<file path="src/rtl/hp_ctrl_if.sv">
// HUD/game-logic bundle for the player HP controller: frame and event inputs, HUD outputs.
interface hp_ctrl_if #(
  parameter int unsigned HP_W = 4
) ();
  logic            vblnk;
  logic            start;
  logic            hit;
  logic            heal;
  logic [HP_W-1:0] hp_out;
  logic            low_hp;
  logic            invuln;
  logic            sprite_vis;
  logic            game_over;

  modport master (
    output vblnk, start, hit, heal,
    input  hp_out, low_hp, invuln, sprite_vis, game_over
  );

  modport slave (
    input  vblnk, start, hit, heal,
    output hp_out, low_hp, invuln, sprite_vis, game_over
  );
endinterface

</file>
<file path="src/rtl/hp_ctrl.sv">
// Player hit-point controller: latches hit/heal events and applies them once per frame
// at the vblnk rising edge, sequencing idle / play / invulnerable / dead states.
module hp_ctrl #(
  parameter int unsigned HP_MAX        = 9,
  parameter int unsigned HP_W          = 4,
  parameter int unsigned LOW_HP        = 3,
  parameter int unsigned INVULN_FRAMES = 60,
  parameter int unsigned BLINK_FRAMES  = 8
) (
  input  logic      clk,
  input  logic      rst,
  hp_ctrl_if.slave  bus
);
  localparam int unsigned INV_W = (INVULN_FRAMES > 1) ? $clog2(INVULN_FRAMES) : 1;
  localparam int unsigned BLK_W = (BLINK_FRAMES > 1) ? $clog2(BLINK_FRAMES) : 1;

  typedef enum logic [1:0] {IDLE, PLAY, INVULN, DEAD} state_t;

  state_t           state_q, state_d;
  logic [HP_W-1:0]  hp_q, hp_d;
  logic             low_q, low_d;
  logic             invuln_q, invuln_d;
  logic             vis_q, vis_d;
  logic             over_q, over_d;
  logic             hit_pend_q, hit_pend_d;
  logic             heal_pend_q, heal_pend_d;
  logic [INV_W-1:0] inv_cnt_q, inv_cnt_d;
  logic [BLK_W-1:0] blink_q, blink_d;
  logic             vblnk_q;
  logic             tick_c;
  logic [HP_W-1:0]  healed_c;

  // State and HUD registers
  always_ff @(posedge clk or negedge rst) begin
    if (!rst) begin
      state_q     <= IDLE;
      hp_q        <= '0;
      low_q       <= 1'b0;
      invuln_q    <= 1'b0;
      vis_q       <= 1'b1;
      over_q      <= 1'b0;
      hit_pend_q  <= 1'b0;
      heal_pend_q <= 1'b0;
      inv_cnt_q   <= '0;
      blink_q     <= '0;
      vblnk_q     <= 1'b0;
    end else begin
      state_q     <= state_d;
      hp_q        <= hp_d;
      low_q       <= low_d;
      invuln_q    <= invuln_d;
      vis_q       <= vis_d;
      over_q      <= over_d;
      hit_pend_q  <= hit_pend_d;
      heal_pend_q <= heal_pend_d;
      inv_cnt_q   <= inv_cnt_d;
      blink_q     <= blink_d;
      vblnk_q     <= bus.vblnk;
    end
  end

  // Next-state: event latching, frame update, start override
  always_comb begin
    state_d     = state_q;
    hp_d        = hp_q;
    vis_d       = vis_q;
    inv_cnt_d   = inv_cnt_q;
    blink_d     = blink_q;
    tick_c      = bus.vblnk & ~vblnk_q;
    healed_c    = (hp_q >= HP_W'(HP_MAX)) ? HP_W'(HP_MAX) : hp_q + HP_W'(1);
    // Pulses coincident with a tick survive into the next frame
    hit_pend_d  = (tick_c ? 1'b0 : hit_pend_q)  | (bus.hit  & (state_q == PLAY));
    heal_pend_d = (tick_c ? 1'b0 : heal_pend_q) |
                  (bus.heal & ((state_q == PLAY) || (state_q == INVULN)));

    if (bus.start) begin
      state_d     = PLAY;
      hp_d        = HP_W'(HP_MAX);
      hit_pend_d  = 1'b0;
      heal_pend_d = 1'b0;
      inv_cnt_d   = '0;
      blink_d     = '0;
      vis_d       = 1'b1;
    end else if (tick_c) begin
      case (state_q)
        PLAY: begin
          if (hit_pend_q) begin
            if (hp_q <= HP_W'(1)) begin
              hp_d    = '0;
              state_d = DEAD;
            end else begin
              hp_d      = hp_q - HP_W'(1);
              state_d   = INVULN;
              inv_cnt_d = INV_W'(INVULN_FRAMES - 1);
              blink_d   = '0;
              vis_d     = 1'b0;
            end
          end else if (heal_pend_q) begin
            hp_d = healed_c;
          end
        end
        INVULN: begin
          if (heal_pend_q) hp_d = healed_c;
          if (inv_cnt_q == '0) begin
            state_d = PLAY;
            vis_d   = 1'b1;
          end else begin
            inv_cnt_d = inv_cnt_q - INV_W'(1);
            if (blink_q == BLK_W'(BLINK_FRAMES - 1)) begin
              blink_d = '0;
              vis_d   = ~vis_q;
            end else begin
              blink_d = blink_q + BLK_W'(1);
            end
          end
        end
        default: ;
      endcase
    end

    low_d    = (hp_d != '0) && (hp_d <= HP_W'(LOW_HP));
    invuln_d = (state_d == INVULN);
    over_d   = (state_d == DEAD);
  end

  assign bus.hp_out     = hp_q;
  assign bus.low_hp     = low_q;
  assign bus.invuln     = invuln_q;
  assign bus.sprite_vis = vis_q;
  assign bus.game_over  = over_q;
endmodule

</file>
<file path="src/flat_wrapper.sv">
// flat-port wrapper written by rule: the top's interface ports become plain ports
module hp_ctrl_flat 
#(
  parameter int unsigned HP_MAX        = 9,
  parameter int unsigned HP_W          = 4,
  parameter int unsigned LOW_HP        = 3,
  parameter int unsigned INVULN_FRAMES = 60,
  parameter int unsigned BLINK_FRAMES  = 8
)
  (clk, rst, bus_vblnk, bus_start, bus_hit, bus_heal, bus_hp_out, bus_low_hp, bus_invuln, bus_sprite_vis, bus_game_over);
  hp_ctrl_if #(.HP_W(HP_W)) bus_i ();
  input  logic clk;
  input  logic rst;
  input wire logic [$bits(bus_i.vblnk)-1:0] bus_vblnk;
  input wire logic [$bits(bus_i.start)-1:0] bus_start;
  input wire logic [$bits(bus_i.hit)-1:0] bus_hit;
  input wire logic [$bits(bus_i.heal)-1:0] bus_heal;
  output wire logic [$bits(bus_i.hp_out)-1:0] bus_hp_out;
  output wire logic [$bits(bus_i.low_hp)-1:0] bus_low_hp;
  output wire logic [$bits(bus_i.invuln)-1:0] bus_invuln;
  output wire logic [$bits(bus_i.sprite_vis)-1:0] bus_sprite_vis;
  output wire logic [$bits(bus_i.game_over)-1:0] bus_game_over;
  assign bus_i.vblnk = bus_vblnk;
  assign bus_i.start = bus_start;
  assign bus_i.hit = bus_hit;
  assign bus_i.heal = bus_heal;
  assign bus_hp_out = bus_i.hp_out;
  assign bus_low_hp = bus_i.low_hp;
  assign bus_invuln = bus_i.invuln;
  assign bus_sprite_vis = bus_i.sprite_vis;
  assign bus_game_over = bus_i.game_over;
  hp_ctrl #(.HP_MAX(HP_MAX), .HP_W(HP_W), .LOW_HP(LOW_HP), .INVULN_FRAMES(INVULN_FRAMES), .BLINK_FRAMES(BLINK_FRAMES)) u_core (.clk(clk), .rst(rst), .bus(bus_i));
endmodule
</file>
<file path="config.mk">
export PLATFORM = sky130hd
export DESIGN_NAME = hp_ctrl_flat
export DESIGN_NICKNAME = d
export VERILOG_FILES = /design/src/rtl/hp_ctrl_if.sv /design/src/rtl/hp_ctrl.sv /design/src/flat_wrapper.sv
export SDC_FILE = /design/constraint.sdc
export NUM_CORES = 1
export LEC_CHECK = 0
export ABC_AREA = 1
export BUFFER_PORTS_ARGS = -buffer_cell sky130_fd_sc_hd__buf_2
export CAP_MARGIN = 10
export CORE_MARGIN = 5
export CORE_UTILIZATION = 45
export CTS_BUF_LIST = sky130_fd_sc_hd__clkbuf_16
export CTS_CLUSTER_DIAMETER = 30
export CTS_CLUSTER_SIZE = 14
export DETAILED_ROUTE_END_ITERATION = 7
export GPL_TIMING_DRIVEN = 1
export RECOVER_POWER = 50
export SLEW_MARGIN = 40
export SYNTH_ARGS = -nofsm -noshare
export SYNTH_HDL_FRONTEND = slang
export SYNTH_SLANG_ARGS = --single-unit
</file>
<file path="constraint.sdc">
create_clock -name clk -period 3.1 [get_ports clk]
set_input_delay 0.62 -clock clk [delete_from_list [all_inputs] [get_ports clk]]
set_output_delay 0.62 -clock clk [all_outputs]
set_load 0.005 [all_outputs]
</file>
==> results.toml, run 1 <==
[setup_path]
worstSetupPathType = "flip-flop to flip-flop"
cp-end-kind = "flip-flop"
worstPathRequired_ns = 3.28
r2r_setup_slack_ns = 1.11
cp_max_fo = 12
startpoint_type = "flip-flop"
worst_ep_arrival_time_ns = 2.17

[cells_and_area]
area_growth_pct = 13.4
nFillCells = 301
layout-drive-gt1-share = 0.159
finish.net_count = 229
diodes = 0

[timing]
tns_ns = 0
fmax_mhz = 501
min_period_over_period = 0.643
tightest_slew_ns = 1.19
setup_violations = 0
min_period_ns = 1.99
finalHoldViolations = 0
slew_viol_final = 0
rsz0062_at_grt = "no"
max_slew_margin = 0.209
skew_ns = 0.00127

[cts]
numCtsBuffers = 3
clockRootBuffer = "clkbuf_16"
cts.clk_slew.worst_paths_ns = 0.06
cts_tree = "built"
clkSinkCount = 22
cts_resized = 0
cts.path.max_buffers = 2
cts.repair_timing.setup_buffer_count = 0
hold_buffers = 0
htree_levels = 1
worst_skew_pair.late_latency_ns = 0.25

[power]
seq_power_share = 0.395
switching_share = 0.263
p_clk_frac = 0.426
total_leakage_power_nw = 0.870
combPwrFrac = 0.179
intPower_uw = 614
p_sw_uw = 219
p_total_uw = 833
p_per_area_nw_per_um2 = 507
ir_drop_uv = 254

[synthesis]
synth.avg_cell_area_um2 = 7.21
synthesis.nets = 215
synth_top_cell_area_share = 0.362
async_flop_share = 1.00
mappedNetlistArea_um2 = 1450
ys_warn_count = 0
yosysSeqAreaShare = 0.381
ys_types = 26
ys_seq_elements = 22
post-synth-top-area-cell = "dfrtp_1"
synth_common_cells = "60 x nand2_1, 28 x inv_1, 21 x dfrtp_1"
ys_top_cells_by_area = "dfrtp_1 36%, nand2_1 16%, inv_1 7.2%"
syn_inst = 201
synth-edff-count = 0
synthMostInstantiatedCell = "nand2_1"
synth_flop_cell = "dfrtp_1"

[global_routing]
antenna_found_initial = 0
grt_use_total = 0.157
overflow = 0
grt_max_degree = 23
grt_pass1_wl_mm = 5.35
grt_pass1_vias = 1193

[die]
rows = 20
start_util = 0.471
fp.dieH_um = 66.8
core_area_um2 = 3080
io_pins = 14
die_area_um2 = 4460
die-width_um = 66.8

[flow_run]
maxCapViolations = 0

[route]
ant_nets = 0
drt_pre_antenna_iters = 4
drc = 0
drt_iter0_drc = 88
routed_wl_mm = 3.15
routed_via_density = 5.05
wl_per_cell_um = 12.2
via_count = 1303

[placed_design]
gp_congestion = 0.950
dpl.hpwl_mm = 2.39
io_buffers = 13

[run_status]
status = "finished, final reports clean"

[worst_hold_path]
min_path_type = "input port to flip-flop"
[power groups by stage]
stage	clock, mW	combinational, mW	sequential [mW]
final	0.355	0.149	0.329
after global placement	0	0.147	0.333
after floorplan	0	0.113	0.327
after global routing	0.382	0.171	0.332
after detailed placement	0	0.149	0.334
after CTS	0.363	0.150	0.328
[worst max-delay path, stage by stage, from the launching register on]
cell	delay (ns)
dfrtp_1	0.46
inv_1	0.14
ha_1	0.23
inv_1	0.05
nand2_1	0.08
nand2_1	0.05
nor2_1	0.14
a21oi_2	0.10
o21ai_2	0.47
nand2_1	0.12
o21ai_2	0.08
[path summary, 6_finish.rpt]
| path | from | endpoint | cells past startpoint |
|---|---|---|---|
| max | u_core.bus.hp_out[0]$_DFF_PN0_ | u_core.blink_q[2]$_DFFE_PN0P_ | 10 |
| min | bus_vblnk | u_core.vblnk_q$_DFF_PN0_ | 1 |
| max reg2reg | u_core.bus.hp_out[0]$_DFF_PN0_ | u_core.blink_q[2]$_DFFE_PN0P_ | 10 |
| min reg2reg | u_core.blink_q[1]$_DFFE_PN0P_ | u_core.blink_q[1]$_DFFE_PN0P_ | 2 |
| max in group asynchronous | rst | u_core.bus.hp_out[0]$_DFF_PN0_ | 1 |
| min in group asynchronous | rst | u_core.bus.hp_out[2]$_DFF_PN0_ | 1 |
[registers in the layout, summed over array words and instances, names as in the netlist]
register               cells
u_core.bus.low_hp          1
u_core.vblnk_q             1
u_core.inv_cnt_q           6
u_core.bus.hp_out          4
u_core.state_q             2
u_core.blink_q             3
u_core.bus.game_over       1
u_core.hit_pend_q          1
u_core.bus.invuln          1
u_core.bus.sprite_vis      1
u_core.heal_pend_q         1
[stage by stage]
| stage | instance area, um2 | hold WS (ns) | utilization | worst slack, ns | cells |
|---|---|---|---|---|---|
| 3_3_place_gp | 1540 | 0.471 | 0.501 | 1.17 | 254 |
| 3_5_place_dp | 1540 | 0.478 | 0.501 | 1.12 | 254 |
| 6_report | 1640 | 0.485 | 0.534 | 1.11 | 258 |
| 5_1_grt | 1640 | 0.484 | 0.534 | 0.935 | 258 |
| 2_1_floorplan | 1450 | 0.324 | - | 1.52 | 201 |
| 4_1_cts | 1650 | 0.351 | 0.535 | 1.11 | 258 |
[final cells by class]
| class | instances | area (um2) | share of cell area |
|---|---|---|---|
| Clock buffer | 3 | 75.1 | 0.0457 |
| Clock inverter | 1 | 30.0 | 0.0183 |
| Inverter | 32 | 120 | 0.0731 |
| Multi-Input combinational cell | 143 | 749 | 0.456 |
| Sequential cell | 22 | 552 | 0.336 |
| Tap cell | 44 | 55.1 | 0.0335 |
| Timing Repair Buffer | 13 | 62.6 | 0.0381 |
[cell usage in the layout, fill, tap and decap left out, types with 2 or more instances in the layout]
cell type	Yosys	layout
nor3_1	2	2
buf_2	2	11
clkbuf_1	0	2
a21oi_2	2	2
a21oi_1	11	11
o211ai_1	2	2
ha_1	8	8
clkbuf_16	0	3
inv_2	4	4
nor2_1	15	15
nand2_1	60	60
o21ai_2	5	5
or2_2	2	2
o21ai_0	15	15
nand3_1	13	13
dfrtp_1	21	21
inv_1	28	28
[routing by layer]
| layer | global-route usage | share of wire |
|---|---|---|
| met1 | 0.209 | 0.46 |
| met2 | 0.260 | 0.48 |
| met3 | 0.0287 | 0.060 |
| met4 | 0.0406 | 0.0083 |
| met5 | 0 | 0 |
[cell families after synthesis]
family	synth area share
compound gates	0.160
xor+xnor	0.00604
fa+ha+maj	0.0690
buf+inv	0.103
flops	0.381
simple gates	0.282
No activity file was read; power rests on OpenSTA's default activity.
==> run 2: changes to the inputs <==
- clock period: 3.1 -> 1.95 ns (I/O delays scaled with it)
==> results.toml, run 2 (same netlist as run 1, synthesis figures left out) <==
[timing]
tns_ns = 0
skew_ns = 0.00411
worst_slack_ns = 0.201
min_period_ns = 1.75
finalHoldViolations = 0
max_slew_margin = 0.192
fmax_mhz = 572
slew_viol_final = 0
tightest_slew_ns = 1.21
rsz0062_at_grt = "no"
setup_violations = 0
worst_hold_slack_ns = 0.256
min_period_over_period = 0.897

[power]
intPower_uw = 855
total_leakage_power_nw = 0.882
p_per_area_nw_per_um2 = 729
combPwrFrac = 0.212
p_total_mw = 1.22
switching_share = 0.297
ir_drop_uv = 430
seq_power_share = 0.426
p_sw_uw = 362
p_clk_frac = 0.362

[route]
drt_pre_antenna_iters = 5
routed_via_density = 5.09
drc = 0
wl_per_cell_um = 12.6
drt_iter0_drc = 65
routed_wl_mm = 3.30
ant_nets = 0
via_count = 1334

[setup_path]
worstSetupPathType = "flip-flop to flip-flop"
worstPathRequired_ns = 2.12
cp_max_fo = 7
worst_ep_arrival_time_ns = 1.92
startpoint_type = "flip-flop"
cp-end-kind = "flip-flop"

[flow_run]
maxCapViolations = 0

[cells_and_area]
layout-drive-gt1-share = 0.174
final_area_um2 = 1670
layout_common_cells = "60 x nand2_1, 28 x inv_1, 21 x dfrtp_1, 15 x o21ai_0, 15 x nor2_1"
area_growth_pct = 15.2
finish.net_count = 233
nFillCells = 317
final_common_cell = "nand2_1"
largest-register = "u_core.inv_cnt_q"
diodes = 0
largest_reg_flops = 6

[placed_design]
dpl.hpwl_mm = 2.51
io_buffers = 13
place_area_um2 = 1560
pre_cts_slack_ns = 0.0988
gp_congestion = 0.964

[cts]
cts_tree = "built"
worst_skew_pair.late_latency_ns = 0.26
numCtsBuffers = 3
clockRootBuffer = "clkbuf_16"
clkSinkCount = 22
cts.clk_slew.worst_paths_ns = 0.06
cts.path.max_buffers = 2
htree_levels = 1

[die]
rows = 20
fp.dieH_um = 66.8
start_util = 0.471
die_area_um2 = 4460
die-width_um = 66.8
core_area_um2 = 3080
io_pins = 14

[worst_hold_path]
min_path_type = "input port to flip-flop"

[global_routing]
grt_pass1_vias = 1273
grt_pass1_wl_mm = 5.70
overflow = 0
grt_use_total = 0.168
antenna_found_initial = 0
grt_max_degree = 23

[run_status]
status = "finished, final reports clean"
run 2: changes by cell type in the layout (fill, tap and decap cells not counted):
cell,previous run,this run
buf_4,0,3
o21ai_2,5,4
clkinv_1,0,1
ha_1,8,7
ha_2,0,1
o21ai_4,0,1
bufinv_16,1,0
buf_12,0,1
run 2: path summary, 6_finish.rpt:
| check | startpoint | to | slack (ns) | cells past startpoint |
|---|---|---|---|---|
| max | u_core.bus.hp_out[0]$_DFF_PN0_ | u_core.inv_cnt_q[1]$_DFFE_PN0P_ | 0.20 | 9 |
| min | bus_vblnk | u_core.vblnk_q$_DFF_PN0_ | 0.26 | 1 |
| max reg2reg | u_core.bus.hp_out[0]$_DFF_PN0_ | u_core.inv_cnt_q[1]$_DFFE_PN0P_ | 0.20 | 9 |
| min reg2reg | u_core.blink_q[1]$_DFFE_PN0P_ | u_core.blink_q[1]$_DFFE_PN0P_ | 0.50 | 2 |
| max in group asynchronous | rst | u_core.heal_pend_q$_DFF_PN0_ | 0.86 | 1 |
| min in group asynchronous | rst | u_core.blink_q[2]$_DFFE_PN0P_ | 0.37 | 1 |
run 2: cell type report:
class / count / area (um2) / area share
multi-input combinational: 143 / 759 / 0.455
sequential: 22 / 552 / 0.330
inverter: 32 / 120 / 0.0719
timing repair buffer: 17 / 105 / 0.0629
clock buffer: 3 / 75.1 / 0.0449
tap: 44 / 55.1 / 0.0330
clock inverter: 1 / 3.75 / 0.00225
run 2: timing repair:
action / 4_1_cts / 5_1_grt
setup endpoints to repair: 0 / 9
buffers inserted: 0 / 1
resized for setup: 0 / 2
hold buffers: 0 / 0
run 2: stage by stage:
step | instances | utilization
after floorplan | 201 | -
after global placement | 257 | 0.508
after detailed placement | 257 | 0.508
after CTS | 261 | 0.534
after global routing | 262 | 0.543
final | 262 | 0.543
run 2: power groups by stage:
stage	registers [mW]	clock network, mW	logic [mW]
global placement	0.526	0	0.243
finish	0.519	0.440	0.258
detailed placement	0.526	0	0.247
floorplan	0.519	0	0.179
global route	0.522	0.470	0.297
CTS	0.518	0.451	0.248
run 2: layer usage:
metal / up-vias / track usage / part of all wire / wire (um)
met5: - / 0 / 0 / 0
met3: 6 / 0.0388 / 0.075 / 249
li1: 669 / - / - / -
met2: 49 / 0.282 / 0.46 / 1520
met4: 0 / 0.0508 / 0.013 / 44
met1: 610 / 0.214 / 0.45 / 1490
run 2: worst max-delay path, stage by stage, from the launching register on:
cell and delay [ns]:
dfrtp_1 0.38, buf_4 0.16, ha_1 0.19, inv_1 0.08, nand2_1 0.07, nand2_1 0.06
nor2_1 0.05, a21oi_2 0.25, nand3_1 0.22, o21ai_0 0.22
==> run 3: changes to the inputs <==
- CORE_MARGIN: 5 -> 8
- RECOVER_POWER: 50 -> unset
==> results.toml, run 3 (same netlist as run 1, synthesis figures left out) <==
[cells_and_area]
layout_common_cells = "60 x nand2_1, 28 x inv_1, 20 x dfrtp_1, 15 x o21ai_0, 15 x nor2_1"
area_growth_pct = 16.9
final_area_um2 = 1700
fin_cells = 261
final_common_cell = "nand2_1"
utilization = 0.555
nFillCells = 296
largest_reg_flops = 6
multiInputGateArea_um2 = 762
diodes = 0
regArea_um2 = 553
largest-register = "u_core.inv_cnt_q"
layout-drive-gt1-share = 0.189
finish.net_count = 232

[power]
combPwrFrac = 0.185
switching_share = 0.273
p_clk_frac = 0.431
seq_power_share = 0.384
intPower_uw = 987
p_sw_uw = 370
total_leakage_power_nw = 0.898
p_total_mw = 1.36
ir_drop_uv = 343
p_per_area_nw_per_um2 = 801

[cts]
clkSinkCount = 22
cts_tree = "built"
htree_levels = 1
worst_skew_pair.late_latency_ns = 0.26
cts.path.max_buffers = 2
numCtsBuffers = 3
cts.clk_slew.worst_paths_ns = 0.06
clockRootBuffer = "clkbuf_16"

[setup_path]
cp_max_fo = 8
cpMostUsedCell = "nand2_1"
worstPathRequired_ns = 2.13
worst_ep_arrival_time_ns = 1.94
cp.depth = 11
startpoint_type = "flip-flop"
slowest_stage = "dfrtp_2"
crit_family = "compound AO/OA/AOI/OAI gates"
worst-path-buf-inv = 2
cp-end-kind = "flip-flop"
reg2reg_depth = 11
critical_path.max_stage_delay_ns = 0.42
path_cells = "inv_1 > ha_1 > inv_1 > nand2_1 > nand2_1 > nor2_1 > a21oi_2 > nor2_1 > a21oi_1 > nand2_1 > o21ai_0"
worstSetupPathType = "flip-flop to flip-flop"

[route]
via_count = 1287
drc = 0
wl_per_cell_um = 12.4
routed_via_density = 4.93
drt_pre_antenna_iters = 4
ant_nets = 0
routed_wl_mm = 3.23
drt_iter0_drc = 71

[global_routing]
grt_pass1_vias = 1246
overflow = 0
grt_pass1_wl_mm = 5.55
antenna_found_initial = 0
grt_use_total = 0.131
grt_max_degree = 23

[die]
io_pins = 14
die_area_um2 = 5290
start_util = 0.475
core_area_um2 = 3050
fp.dieH_um = 72.8
die-width_um = 72.8
rows = 20

[run_status]
status = "finished, final reports clean"

[timing]
slew_viol_final = 0
worst_hold_slack_ns = 0.0890
finalHoldViolations = 0
skew_ns = 0.00252
tns_ns = 0
setup_violations = 0
worst_slack_ns = 0.184
fmax_mhz = 566
max_slew_margin = 0.674
tightest_slew_ns = 0.489
min_period_over_period = 0.906
min_period_ns = 1.77

[placed_design]
io_buffers = 13
pre_cts_slack_ns = 0.0343
gp_congestion = 0.912
dp.cells = 256
dpl.hpwl_mm = 2.36
place_area_um2 = 1560

[flow_run]
maxCapViolations = 0

[worst_hold_path]
min_path_type = "input port to asynchronous set/reset pin"
==> run 3: power groups by stage <==
stage / combinational (mW) / clock [mW] / sequential (mW)
4_1_cts: 0.243 / 0.594 / 0.520
6_report: 0.251 / 0.585 / 0.521
3_5_place_dp: 0.240 / 0 / 0.528
5_1_grt: 0.291 / 0.607 / 0.527
2_1_floorplan: 0.179 / 0 / 0.519
3_3_place_gp: 0.237 / 0 / 0.527
==> run 3: per-layer routing <==
| layer | vias to the layer above | part of all wire | global-route usage |
|---|---|---|---|
| li1 | 669 | - | - |
| met4 | 0 | 0.011 | 0.0489 |
| met3 | 6 | 0.047 | 0.0330 |
| met1 | 589 | 0.51 | 0.176 |
| met2 | 23 | 0.43 | 0.194 |
| met5 | - | 0 | 0 |
==> run 3: timing repair <==
item                       4_1_cts  5_1_grt
buffers inserted                 0        1
hold buffers                     0        0
resized for setup                1        2
setup endpoints to repair        1        4
pin swaps                        0        1
==> run 3: path summary, 6_finish.rpt <==
kind	from	to	slack (ns)
max in group asynchronous	rst	u_core.bus.hp_out[0]$_DFF_PN0_	1.51
worst max-delay path	u_core.bus.hp_out[0]$_DFF_PN0_	u_core.bus.sprite_vis$_DFFE_PN1P_	0.18
worst min-delay path	rst	u_core.bus.hp_out[3]$_DFF_PN0_	0.09
worst max register to register	u_core.bus.hp_out[0]$_DFF_PN0_	u_core.bus.sprite_vis$_DFFE_PN1P_	0.18
min in group clk	bus_vblnk	u_core.vblnk_q$_DFF_PN0_	0.25
worst min register to register	u_core.blink_q[2]$_DFFE_PN0P_	u_core.blink_q[2]$_DFFE_PN0P_	0.49
==> run 3: final cells by class <==
cell class,instances,share of cell area
clock buffer,3,0.0443
multi-input combinational,143,0.449
clock inverter,1,0.0177
inverter,32,0.0708
tap,44,0.0325
timing repair buffer,16,0.0590
sequential,22,0.326
==> run 3: worst register-to-register path: cells and delay by family, from the launching register on <==
kind / cells / cell delay, ns
adders and majority gates: 1 / 0.24
AOI/OAI and AO/OA: 3 / 0.52
DFF: 1 / 0.42
and+or+nand+nor: 5 / 0.35
buffers and inverters: 2 / 0.15
